`src/rtl/sr_pulse_driver.sv`:
```
// rtl/sr_pulse_driver.sv - timed active-low set/reset pulse driver for NAND SR latch cells
// Optional feature macro: SR_READBACK_EN (q/qbar readback and err flag)
module sr_pulse_driver #(
    parameter int PULSE_CYC  = 2,
    parameter int SETTLE_CYC = 2
) (
    input  logic clk,
    input  logic rst,
    input  logic req,
    input  logic din,
    output logic ready,
    output logic done,
    output logic err,
    output logic s_n,
    output logic r_n,
    input  logic q_fb,
    input  logic qbar_fb
);

    localparam int MAX_CYC = (PULSE_CYC > SETTLE_CYC) ? PULSE_CYC : SETTLE_CYC;
    localparam int CNT_W   = $clog2(MAX_CYC + 1);

    typedef enum logic [1:0] {
        IDLE   = 2'd0,
        PULSE  = 2'd1,
        SETTLE = 2'd2,
        CHECK  = 2'd3
    } state_t;

    state_t           r_state;
    state_t           w_state_nxt;
    logic [CNT_W-1:0] r_cnt;
    logic [CNT_W-1:0] w_cnt_nxt;
    logic             r_din;
    logic             w_din_nxt;
    logic             r_err;
    logic             w_err_nxt;
    logic             w_err_chk;
    logic             w_accept;
    logic             r_ready;
    logic             r_done;
    logic             r_s_n;
    logic             r_r_n;
    logic             w_ready_nxt;
    logic             w_done_nxt;
    logic             w_s_n_nxt;
    logic             w_r_n_nxt;

    assign w_accept = (r_state == IDLE) && req;

`ifdef SR_READBACK_EN
    // Both latch outputs equal means the illegal or metastable state.
    assign w_err_chk = (q_fb != r_din) || (q_fb == qbar_fb);
`else
    logic w_unused_fb;
    assign w_unused_fb = q_fb ^ qbar_fb;
    assign w_err_chk   = 1'b0;
`endif

    always_ff @(posedge clk or posedge rst) begin
        if (rst) begin
            r_state <= IDLE;
            r_cnt   <= '0;
            r_din   <= 1'b0;
            r_err   <= 1'b0;
            r_ready <= 1'b1;
            r_done  <= 1'b0;
            r_s_n   <= 1'b1;
            r_r_n   <= 1'b1;
        end else begin
            r_state <= w_state_nxt;
            r_cnt   <= w_cnt_nxt;
            r_din   <= w_din_nxt;
            r_err   <= w_err_nxt;
            r_ready <= w_ready_nxt;
            r_done  <= w_done_nxt;
            r_s_n   <= w_s_n_nxt;
            r_r_n   <= w_r_n_nxt;
        end
    end

    always_comb begin
        w_state_nxt = r_state;
        w_cnt_nxt   = r_cnt;
        w_din_nxt   = r_din;
        case (r_state)
            IDLE: begin
                if (req) begin
                    w_state_nxt = PULSE;
                    w_cnt_nxt   = CNT_W'(PULSE_CYC);
                    w_din_nxt   = din;
                end
            end
            PULSE: begin
                if (r_cnt == CNT_W'(1)) begin
                    w_state_nxt = SETTLE;
                    w_cnt_nxt   = CNT_W'(SETTLE_CYC);
                end else begin
                    w_cnt_nxt = r_cnt - CNT_W'(1);
                end
            end
            SETTLE: begin
                if (r_cnt == CNT_W'(1)) begin
                    w_state_nxt = CHECK;
                    w_cnt_nxt   = '0;
                end else begin
                    w_cnt_nxt = r_cnt - CNT_W'(1);
                end
            end
            default: begin
                w_state_nxt = IDLE;
            end
        endcase
    end

    // Outputs are decoded from the next state so they register in step with it.
    always_comb begin
        w_ready_nxt = (w_state_nxt == IDLE);
        w_done_nxt  = (w_state_nxt == CHECK);
        w_s_n_nxt   = !((w_state_nxt == PULSE) && w_din_nxt);
        w_r_n_nxt   = !((w_state_nxt == PULSE) && !w_din_nxt);
        w_err_nxt   = r_err;
        if (w_accept) begin
            w_err_nxt = 1'b0;
        end else if (r_state == CHECK) begin
            w_err_nxt = w_err_chk;
        end
    end

    assign ready = r_ready;
    assign done  = r_done;
    assign s_n   = r_s_n;
    assign r_n   = r_r_n;
    // Readback is evaluated during CHECK itself so err lines up with done, then held.
    assign err   = (r_state == CHECK) ? w_err_chk : r_err;

endmodule

```
`config.mk`:
```
export PLATFORM = sky130hd
export DESIGN_NAME = sr_pulse_driver
export DESIGN_NICKNAME = d
export VERILOG_FILES = /design/src/rtl/sr_pulse_driver.sv
export SDC_FILE = /design/constraint.sdc
export NUM_CORES = 1
export LEC_CHECK = 0
export CAP_MARGIN = 25
export CELL_PAD_IN_SITES_DETAIL_PLACEMENT = 0
export CELL_PAD_IN_SITES_GLOBAL_PLACEMENT = 1
export CORE_ASPECT_RATIO = 0.7
export CORE_MARGIN = 2
export CORE_UTILIZATION = 24
export CTS_CLUSTER_DIAMETER = 50
export CTS_CLUSTER_SIZE = 8
export DETAILED_ROUTE_END_ITERATION = 12
export PLACE_DENSITY = 0.52
export REMOVE_ABC_BUFFERS = 1
export SLEW_MARGIN = 10
export SYNTH_ARGS = -nofsm -noshare
export SYNTH_HDL_FRONTEND = slang
export SYNTH_SLANG_ARGS = --single-unit
```
`constraint.sdc`:
```
create_clock -name clk -period 3.53 [get_ports clk]
set_input_delay 0.706 -clock clk [delete_from_list [all_inputs] [get_ports clk]]
set_output_delay 0.706 -clock clk [all_outputs]
set_load 0.005 [all_outputs]
```
Yosys cells after proc, flatten, opt, wreduce, memory -nomap -nowiden. Cells that the tools add are included.

Flip-flop bits (word level): 10. Bits of input ports: 6. Output and inout port bits: 5. Word-level logic and storage cells: 38.

$add $sub $neg: 1. Equal/unequal tests: 7. Mux-type cells: 12. Reduce and logical (&&, ||, !) cells: 10.

Operators with widths (count): 2-to-1 mux 2 bit (6); one-hot mux 2 bit (3 select lines) (2); equality test 2 x 1 -> 1 bit, second input constant (3); equality test 2 bit, second input constant (3); logical NOT 2 bit (2); 2-to-1 mux 1 bit (4); logical AND 1 bit (3); logical NOT 1 bit (3); nonzero test 3 bit (1); != test 2 bit, second input constant (1); AND reduction 2 bit (1); subtractor 2 x 1 -> 2 bit, second input constant (1).

Logic depth before layout (Yosys ltp). Gate-level depths: netlist of run 1.

Word-level depth: 6. Depth in mapped cells: 6. Mapped depth without buffers: 6.

Worst setup path after synthesis of run 1. Ideal clock, no wire load.

Path type: register to output. Start: register r_state[1]. End: output err. Arrival time: 0.864 ns. Path slack: 1.960 ns. Stages on the path, launching flop included: 3. Buffers on the path: 0. Path through: dfrtp_1 > ha_1 > nor2b_1.

Word-level cells in the longest chain between the ends: 2.

Ends and longest elaborated chain: start: declaration (RTL line 30) `state_t r_state;`; start signal: assignment (RTL line 71) `r_state <= w_state_nxt;`; equality test 2 bit (RTL line 135) `assign err = (r_state == CHECK) ? w_err_chk : r_err;`; 2-to-1 mux 1 bit (RTL line 135); end: declaration (RTL line 13) `output logic err,`.

No other way between the ends.

Final worst setup path of run 1. Same ends and word-level chain as after synthesis.

==> results of run 1 <==
## cell families (layout without fill, tap and decap cells)
logic type | Yosys count | count (layout)
buffers and inverters | 8 | 20
muxes | 3 | 3
DFF | 10 | 10
AOI/OAI and AO/OA | 12 | 12
adders and majority gates | 8 | 8
and+or+nand+nor | 12 | 12
## layer usage
layer	up-vias	routed length, um	GRT usage (%)
li1	202	-	-
met4	0	4	4.00
met2	9	397	13.1
met5	-	0	0
met3	2	69	4.74
met1	185	570	12.4
## synth_stat cells, drive strengths merged
library cell / number
inv: 8
ha: 8
nand3: 1
nand2: 4
and2: 2
mux2: 1
a311oi: 1
o2111ai: 2
o21a: 2
a31o: 1
mux2i: 2
nand2b: 1
dfrtp: 7
a21oi: 2
dfstp: 3
a211oi: 1
o21ai: 3
nor2b: 2
nor2: 1
nor3b: 1
## power by group through the flow
stage / Combinational (W) / Sequential, W / Clock [W]
after detailed placement: 0.000286 / 0.000206 / 0
after floorplan: 0.000200 / 0.000200 / 0
after global routing: 0.000322 / 0.000211 / 0.0000940
after global placement: 0.000287 / 0.000205 / 0
final: 0.000286 / 0.000203 / 0.0000815
after CTS: 0.000289 / 0.000204 / 0.0000864
## sequential cells by signal (all words and copies together) (netlist names)
register and count:
r_cnt 2, r_state 2, done 1, r_din 1, r_err 1, r_n 1
ready 1, s_n 1
## worst min-delay path, stage by stage (launching register included)
cell,delay [ns]
dfrtp_1,0.32
mux2i_1,0.08
inv_1,0.08
## stage by stage
step / instances / instance area [um2] / total power, W / util (%) / setup slack (ns)
after global placement: 93 / 698 / 0.000492 / 31.6 / 1.39
after global routing: 97 / 724 / 0.000627 / 32.8 / 0.971
after detailed placement: 93 / 698 / 0.000492 / 31.6 / 1.39
after floorplan: 53 / 578 / 0.000399 / - / 1.96
after CTS: 97 / 724 / 0.000579 / 32.8 / 1.09
final: 97 / 724 / 0.000571 / 32.8 / 1.11
## worst paths after layout
| check | startpoint | slack, ns | endpoint |
|---|---|---|---|
| worst max-delay path | r_state[1]$_DFF_PP0_ | 1.11 | err |
| worst min-delay path | r_din$_DFF_PP0_ | 0.52 | r_din$_DFF_PP0_ |
| worst max register to register | r_state[0]$_DFF_PP0_ | 1.85 | r_cnt[1]$_DFFE_PP0P_ |
| worst min register to register | r_din$_DFF_PP0_ | 0.52 | r_din$_DFF_PP0_ |
| max in group asynchronous | rst | 2.52 | r_n$_DFF_PP1_ |
| min in group asynchronous | rst | 0.70 | r_err$_DFF_PP0_ |
## final cells by class
class	instances	area, um2
tap	32	40.0
multi-input combinational	35	294
clock buffer	4	26.3
inverter	8	30.0
sequential	10	254
fill	246	1480
timing repair buffer	8	80.1
==> impl_metrics.toml, run 1 <==
[yosys]
synth_cell_types = 21
synth_top_area_share_pct = 30.3
synthCells = 53
netlist_area_um2 = 578
seq_area_frac_synth_pct = 43.9
ys_top_cells_by_area = "dfrtp_1, ha_1, dfstp_2"
synth-compound-area-share_pct = 17.3
synth_top_family_by_area = "compound AO/OA/AOI/OAI gates"
synth.area.mux_share_pct = 5.41
yosys.area.top_type = "dfrtp_1"
ys_seq_elements = 10
avgSynthCellArea_um2 = 10.9
synth-simple-area-share_pct = 10.8
synth-xor-area-share_pct = 0
synth_fa_ha_area_share_pct = 17.3
yosysWarnings = 0

[detailed_routing]
via_per_inst = 4.10
wl_per_cell_um = 10.7
drt-total-wl_um = 1040
ant_nets = 0
drt-initial-drc-count = 8
drc = 0
via_count = 398
drtPass1Iterations = 4

[sta]
layout_min_cycle_time_ns = 2.42
slew_viol_final = 0
hold_viol = 0
tns_ns = 0
period_share_pct = 68.5
skew_ns = 0.00865
slew_headroom_pct = 75.9
worstMarginPinSlew_ns = 0.362
hold_ws_ns = 0.525
setup_viol = 0
fmax_ghz = 0.413
rsz0062_at_grt = "no"

[grt]
overflow = 0
first_global_vias = 418
antenna_found_initial = 0
grt_start_max_net_pins = 11
track_usage_pct = 9.44
grt_pass1_wl_um = 1930

[cts]
cts_max_path_buffers = 2
postCtsResizedCells = 0
cts_hold_buf = 0
numCtsBuffers = 3
clock_sinks = 10
clk_latency_ns = 0.27
cts_tree = "built"
root_buffer = "clkbuf_4"
cts.clk_slew.worst_paths_ns = 0.07
h-tree-depth = 1
postCtsSetupBuffers = 0

[pwr]
swShare_pct = 37.8
p_int_w = 0.000355
seq_power_share_pct = 35.6
p_comb_share_pct = 50.1
irDropWorstVdd_mv = 0.173
power_density_nw_per_um2 = 788
power_frac_clock_pct = 14.3
leakagePower_nw = 0.332
p_sw_w = 0.000216

[worst_setup_path]
crit_family = "buffers and inverters"
worstPathArrival_ns = 1.71
worst_setup_path_start_kind = "flop"
cp.depth = 3
worstSetupEndpointType = "output pin"
slowest_delay_ns = 0.51
reg2reg_depth = 4
cp.buffers_inverters = 1
critPathMaxFanout = 7
crit_slowest_cell = "clkdlybuf4s50_1"
critPathKind = "flop to output pin"
worstPathCellList = "ha_1, nor2b_1, clkdlybuf4s50_1"
required_ns = 2.82

[floorplanning]
die_h_um = 45.1
fp-row-count = 14
dieWidth_um = 62.7
start_util_pct = 26.2
core-area_um2 = 2210
top_level_ports = 11
die_area_um2 = 2820

[run]
max_cap_violations = 0

[placed_design]
dp_hpwl_um = 847
port-buffer-count = 8
gp_congestion = 0.711

[final_layout]
n_antenna_cell = 0
drive_above_1_share_pct = 12.3
num-nets-final = 80
syn2layout_area_growth_pct = 25.3
final_cell_mix = "inv_1, ha_1, clkdlybuf4s50_1"

[run_status]
run_status = "complete, no violations"

[min_path]
hold_depth = 2
hold_path.class = "flop to flop"
Power figures use the tool's default switching activity.
==> run 2, diff against run 1 <==
--- a/config.mk
+++ b/config.mk
@@ -14,7 +14,7 @@
 export CTS_CLUSTER_DIAMETER = 50
 export CTS_CLUSTER_SIZE = 8
 export DETAILED_ROUTE_END_ITERATION = 12
-export PLACE_DENSITY = 0.52
+export PLACE_DENSITY = 0.54
 export REMOVE_ABC_BUFFERS = 1
 export SLEW_MARGIN = 10
 export SYNTH_ARGS = -nofsm -noshare
==> constraint.sdc (replaced) <==
create_clock -name clk -period 2.2 [get_ports clk]
set_input_delay 0.44 -clock clk [delete_from_list [all_inputs] [get_ports clk]]
set_output_delay 0.44 -clock clk [all_outputs]
set_load 0.005 [all_outputs]
==> run 2 against run 1 <==
Against the previous run:
- count of clock-buffer cells in the layout stayed put
- largest cell class unchanged
- critical endpoint unchanged
- setup slack worse by 0.98 ns
- sequential power is 54% higher
==> impl_metrics.toml, run 2 (synthesized netlist as in run 1, its figures left out) <==
[worst_setup_path]
critPathKind = "flop to output pin"
worstSetupEndpointType = "output pin"
worstPathArrival_ns = 1.63
critPathMaxFanout = 7
worst_setup_path_start_kind = "flop"
required_ns = 1.76

[floorplanning]
top_level_ports = 11
die_area_um2 = 2820
dieWidth_um = 62.7
die_h_um = 45.1
fp-row-count = 14
core-area_um2 = 2210
start_util_pct = 26.2

[final_layout]
num-nets-final = 81
syn2layout_area_growth_pct = 27.1
n_antenna_cell = 0
drive_above_1_share_pct = 15.2
reg_top3 = "r_cnt: 2 flops, r_state: 2 flops"
final_cell_mix = "inv_1, clkdlybuf4s50_1, ha_1, dfrtp_1, nand2_1"
fin_util_pct = 33.3

[detailed_routing]
via_count = 397
drt-initial-drc-count = 7
via_per_inst = 4.05
drtPass1Iterations = 4
wl_per_cell_um = 9.96
ant_nets = 0
drt-total-wl_um = 976
drc = 0

[grt]
grt_pass1_wl_um = 1730
busiest_layer = "met1"
use_met1_pct = 12.0
first_global_vias = 374
overflow = 0
track_usage_pct = 8.33
antenna_found_initial = 0
grt_use_met2_pct = 11.2
grt_use_met3_pct = 4.99
grt_start_max_net_pins = 11

[cts]
numCtsBuffers = 3
h-tree-depth = 1
cts_max_path_buffers = 2
cts.clk_slew.worst_paths_ns = 0.06
cts_tree = "built"
clock_sinks = 10
clk_latency_ns = 0.26
postCtsSetupBuffers = 0
root_buffer = "clkbuf_4"

[sta]
period_share_pct = 94.2
tns_ns = 0
setup_viol = 0
hold_viol = 0
worstMarginPinSlew_ns = 0.382
slew_headroom_pct = 74.5
layout_min_cycle_time_ns = 2.07
rsz0062_at_grt = "no"
fmax_ghz = 0.483
hold_ws_ns = 0.454
slew_viol_final = 0
skew_ns = 0.00866

[pwr]
leakagePower_nw = 0.335
irDropWorstVdd_mv = 0.369
power_density_nw_per_um2 = 1240

[placed_design]
dp_hpwl_um = 782
gp_congestion = 0.711
port-buffer-count = 8

[min_path]
hold_path.class = "input port to asynchronous set/reset pin"

[run_status]
run_status = "complete, no violations"

[run]
max_cap_violations = 0
## run 2: final timing paths
kind	from	endpoint	slack [ns]	cells past startpoint
max	r_state[0]$_DFF_PP0_	err	0.13	3
max in group asynchronous	rst	r_n$_DFF_PP1_	1.42	2
min in group clk	r_din$_DFF_PP0_	r_din$_DFF_PP0_	0.51	2
max reg2reg	r_state[0]$_DFF_PP0_	r_cnt[1]$_DFFE_PP0P_	0.54	4
min	rst	r_state[1]$_DFF_PP0_	0.45	2
min reg2reg	r_din$_DFF_PP0_	r_din$_DFF_PP0_	0.51	2
## run 2: area by class of cell
| cell class | instances | area, um2 |
|---|---|---|
| multi-input cells | 35 | 297 |
| flip-flops and latches | 10 | 254 |
| repair buffers | 9 | 87.6 |
| inverters | 8 | 30.0 |
| well taps | 32 | 40.0 |
| fillers | 237 | 1470 |
| clock buffers | 4 | 26.3 |
## run 2: repair_timing
item,in CTS,in global routing
resized for setup,0,1
setup endpoints to repair,0,1
hold buffers,0,0
## run 2: critical path: stages (launching register included)
cell and delay (ns):
dfrtp_1 0.46, ha_2 0.26, nor2b_1 0.14, clkdlybuf4s50_1 0.51
## run 2: metrics by stage
stage | worst slack [ns] | power [W] | instance area (um2) | std cells
2_1_floorplan | 0.745 | 0.000641 | 578 | 53
3_3_place_gp | 0.320 | 0.000797 | 706 | 94
3_5_place_dp | 0.332 | 0.000787 | 706 | 94
4_1_cts | 0.0349 | 0.000923 | 732 | 98
5_1_grt | 0.0163 | 0.00100 | 734 | 98
6_report | 0.128 | 0.000909 | 734 | 98
## run 2: report_power, final
part,switching (W),internal (W)
sequential,0.0000421,0.000270
clock,0.0000568,0.0000698
combinational,0.000232,0.000238
## run 2: metal layers
metal  share of wire (%)  wire [um]
met1                  55        539
met2                  37        364
met5                   0          0
met3                 7.4         72
met4                   0          0
